$ cat src/rtl/decoder_3to8_stream.sv
// Streaming registered binary-to-one-hot decoder with a 2-entry output buffer.
// Optional parity check on the input code is enabled by defining DECODER_PARITY_CHK_EN.
module decoder_3to8_stream #(
    parameter int IN_W  = 3,
    parameter int CNT_W = 16
) (
    input  logic                 clk,
    input  logic                 rst,
    input  logic                 in_valid,
    output logic                 in_ready,
    input  logic [IN_W-1:0]      din,
    input  logic                 in_none,
    output logic                 out_valid,
    input  logic                 out_ready,
    output logic [2**IN_W-1:0]   dout,
    output logic [CNT_W-1:0]     dec_count,
    input  logic                 par_in,
    output logic                 par_err
);

    localparam int OUT_W = 2**IN_W;

    // Handshake: a word moves on a rising clk edge when valid && ready on that side.
    // in_ready and out_valid are registered and depend on buffer occupancy only.
    typedef enum logic [1:0] {
        EMPTY = 2'd0,
        ONE   = 2'd1,
        TWO   = 2'd2
    } state_t;

    state_t           state;
    logic [OUT_W-1:0] head;
    logic [OUT_W-1:0] tail;
    logic [OUT_W-1:0] word;
    logic             accept;
    logic             keep;
    logic             xfer;
    logic             par_ok;

    always_comb begin
        word = '0;
        if (!in_none) begin
            word = OUT_W'(1) << din;
        end
    end

    assign accept = in_valid && in_ready;
    assign xfer   = out_valid && out_ready;

`ifdef DECODER_PARITY_CHK_EN
    // par_in must make {in_none, din, par_in} even parity.
    assign par_ok = ((^{in_none, din}) == par_in);
`else
    logic unused_par;
    assign unused_par = par_in;
    assign par_ok     = 1'b1;
`endif

    assign keep = accept && par_ok;

    // Head is cleared whenever the buffer empties so dout reads zero while idle.
    always_ff @(posedge clk or posedge rst) begin
        if (rst) begin
            state     <= EMPTY;
            head      <= '0;
            tail      <= '0;
            in_ready  <= 1'b1;
            out_valid <= 1'b0;
        end else begin
            case (state)
                EMPTY: begin
                    if (keep) begin
                        head      <= word;
                        state     <= ONE;
                        out_valid <= 1'b1;
                    end
                end
                ONE: begin
                    if (keep && xfer) begin
                        head <= word;
                    end else if (keep) begin
                        tail     <= word;
                        state    <= TWO;
                        in_ready <= 1'b0;
                    end else if (xfer) begin
                        head      <= '0;
                        state     <= EMPTY;
                        out_valid <= 1'b0;
                    end
                end
                TWO: begin
                    if (xfer) begin
                        head     <= tail;
                        tail     <= '0;
                        state    <= ONE;
                        in_ready <= 1'b1;
                    end
                end
                default: begin
                    state     <= EMPTY;
                    head      <= '0;
                    tail      <= '0;
                    in_ready  <= 1'b1;
                    out_valid <= 1'b0;
                end
            endcase
        end
    end

    assign dout = head;

    always_ff @(posedge clk or posedge rst) begin
        if (rst) begin
            dec_count <= '0;
        end else if (xfer) begin
            dec_count <= dec_count + 1'b1;
        end
    end

`ifdef DECODER_PARITY_CHK_EN
    always_ff @(posedge clk or posedge rst) begin
        if (rst) begin
            par_err <= 1'b0;
        end else begin
            par_err <= accept && !par_ok;
        end
    end
`else
    assign par_err = 1'b0;
`endif

endmodule

$ cat config.mk
export PLATFORM = sky130hd
export DESIGN_NAME = decoder_3to8_stream
export DESIGN_NICKNAME = d
export VERILOG_FILES = /design/src/rtl/decoder_3to8_stream.sv
export SDC_FILE = /design/constraint.sdc
export NUM_CORES = 1
export LEC_CHECK = 0
export CORE_UTILIZATION = 42
export DETAILED_ROUTE_END_ITERATION = 10
export GPL_TIMING_DRIVEN = 0
export PLACE_DENSITY = 0.8
export SYNTH_ARGS = -nofsm -noshare
export SYNTH_HDL_FRONTEND = slang
export SYNTH_SLANG_ARGS = --single-unit
$ cat constraint.sdc
create_clock -name clk -period 3.2 [get_ports clk]
set_clock_uncertainty 0.2 [all_clocks]
set_input_delay 0.64 -clock clk [delete_from_list [all_inputs] [get_ports clk]]
set_output_delay 0.64 -clock clk [all_outputs]
set_load 0.05 [all_outputs]
==> reports/qor.txt <==
Initial core utilization -> 43.7%
Area Overhead vs Synth -> 28.5%
# DRC -> 0
Antenna violations before repair -> 0
Inserted Diodes -> 0
Cell Area, Synth -> 1750 sq um
Vias -> 1428
Min Clock Period, post-route -> 2.54 ns
Max clock buf depth -> 2
First-pass GRT wire length -> 6.44 mm
Pwr Density -> 412 nW/um^2
CP Cell Sequence -> clkdlybuf4s50_1
Slew @ Worst Pin -> 0.731 ns
RSZ-0062 raised after global routing -> no
Post-synthesis mux area share -> 1.29%
Post-synthesis instance total -> 163
Post-DP HPWL -> 2.67 mm
Sequential fraction of the synthesis area -> 51.6%
Cts hold-fix bufs -> 0
CP Buf/Inv Count -> 1
CTS clk-pin slew, worst paths -> 0.07 ns
Drt total wl -> 3.77 mm
HP Class -> flop to flop
Iter 0 DRT Violations -> 99
Arrival time at the worst endpoint -> 1.70 ns
Antenna Violating Nets Remaining -> 0
Fin. max-slew vios -> 0
Cell variety after synth -> 34
Setup tns final -> 0 ns
Core area -> 4000 sq um
CTS Sinks -> 36
H-Tree Depth -> 2
Num ports -> 36
CP Capture Type -> output pin
Row Count -> 23
Fin nets -> 211
Setup Crit Path Kind -> flop to output pin
Gr ovfl total -> 0
Setup violations, final -> 0
Top Family by Delay on Critical Path -> buffers and inverters
Fillers -> 380
Synth Area in Adders -> 0.715%
Yosys warns -> 0
Setup WS pre-CTS -> 0.478 ns
CTS tree -> built
Max Clock Freq -> 393 MHz
Total Power -> 926 uW
Period Utilization, post-route -> 79.4%
Synth Area in Compound Gates -> 19.4%
Die Ht -> 66.5 um
Worst path slowest cell -> clkdlybuf4s50_1
Pleak -> 0.906 nW
Final hold violations -> 0
Peak supply drop -> 0.281 mV
Crit-path max FO -> 6
Root Buffer -> clkbuf_8
Share of cells above drive strength 1 -> 10.4%
Detailed-router iteration count before antenna repair -> 4
Combinational family with the most area after synthesis -> compound AO/OA/AOI/OAI gates
Post-CTS Resized -> 0
Post-Synth Simple-Gate Area -> 15.9%
Final RePlAce weighted congestion -> 0.953
PortBufs -> 31
Buffer count from post-CTS setup fixing -> 0
Pin count of the biggest net entering global routing -> 37
Critical path's largest stage delay -> 0.82 ns
Wire per inst -> 15.0 um
Mapped Nets -> 173
Worst Setup Start Kind -> flop
Critical Path RT -> 2.36 ns
Die width -> 66.5 um
DIE AREA -> 4430 sq um
Syn Area/Cell -> 10.7 sq um
Synth Area in XOR/XNOR -> 7.51%
Normalized max-slew margin -> 51.2%
GR Util All Layers -> 19.6%
Max cap viols -> 0
Vias in the first global route -> 1364
Synth Register Bits -> 36
Clk_lat worst skew -> 0.29 ns
Inserted Clock Buffers -> 5
Vias per cell -> 5.67
Status -> finished, final reports clean
Worst setup margin -> 0.658 ns
## kinds of logic after synthesis
kind of cell	after synthesis
simple gates	52
compound gates	43
flops	36
xor+xnor	15
buf+inv	13
mux	2
fa+ha+maj	1
other cells	1
## registers in the layout, summed over array words and instances, names as in the netlist
register   cells
dec_count     16
dout           8
tail           8
state          2
in_ready       1
out_valid      1
## where the power goes
group | leakage [nW] | internal [mW] | switching (mW)
combinational | 0.342 | 0.0121 | 0.0248
clock | 0.0645 | 0.275 | 0.159
sequential | 0.500 | 0.455 | 0
## layer usage
layer	routed length, um	share of wire, %	vias to the layer above	global-route usage (%)
met3	189	5.0	10	5.31
met5	0	0	-	0
met4	66	1.7	0	8.51
met2	1830	48	52	31.6
li1	-	-	673	-
met1	1690	45	693	24.6
## cell usage after synthesis
library cell   n  share of area, %
o21ai_0       10               2.9
xor2_1         2               1.0
o2bb2ai_1      8               4.0
buf_4          2              0.86
xnor2_1       13               6.5
nand4_1        6               2.1
ha_1           1              0.72
and3_1         1              0.36
nand2b_1       2              0.72
mux2_2         2               1.3
and2_1         1              0.36
a22oi_1        6               2.6
nor4_2         1              0.72
nor2_1         9               1.9
inv_1          4              0.86
nor2b_1        3               1.1
a21o_1         1              0.43
buf_2          3              0.86
nand3b_1       1              0.43
nand2_1       14               3.0
a32oi_1        2               1.0
a31oi_1        1              0.36
conb_1         1              0.21
nand3_1       10               2.9
clkbuf_1       4              0.86
dfstp_2        1               1.5
a21oi_1        5               1.4
nor3_1         2              0.57
a2111oi_4      2               3.1
nand4_4        1               1.2
dfrtp_1       35                50
o21ai_1        2              0.57
and4_1         1              0.50
o41ai_1        6               3.0
## cells in the final DEF, fill, tap and decap left out, drive strengths merged, types with 4 or more instances in the layout
cell / synthesis / layout
inv: 4 / 4
nor2: 9 / 9
nand4: 7 / 7
nand3: 10 / 10
a21oi: 5 / 5
nand2: 14 / 14
o21ai: 12 / 12
buf: 5 / 5
o41ai: 6 / 6
o2bb2ai: 8 / 8
clkdlybuf4s50: 0 / 31
clkbuf: 4 / 11
dfrtp: 35 / 35
a22oi: 6 / 6
xnor2: 13 / 13
## cell type report
cell class,count,area [sq um],share of cell area [%]
multi-input combinational,114,787,35.0
tap,50,62.6,2.78
timing repair buffer,31,310,13.8
clock inverter,1,30.0,1.34
inverter,4,15.0,0.668
clock buffer,7,96.3,4.28
sequential,36,902,40.1
buffer,9,45.0,2.00
## path summary, 6_finish.rpt
check	start	end	slack (ns)	depth (start not counted)
min	dec_count[15]	dec_count[15]	0.28	1
min reg2reg	dec_count[15]	dec_count[15]	0.28	1
min in group asynchronous	rst	tail[0]	0.59	2
max reg2reg	out_valid	tail[7]	1.23	6
max in group asynchronous	rst	dec_count[10]	1.74	2
max	in_ready	in_ready	0.66	1
## per-stage QoR
stage	util (%)	hold slack, ns	cell area [sq um]	cells
after floorplan	-	0.270	1750	163
after global placement	53.0	0.260	2120	244
after detailed placement	53.0	0.273	2120	244
after CTS	56.2	0.291	2250	252
after global routing	56.2	0.312	2250	252
final	56.2	0.281	2250	252
Note: power is estimated with default switching activity, not from simulation.
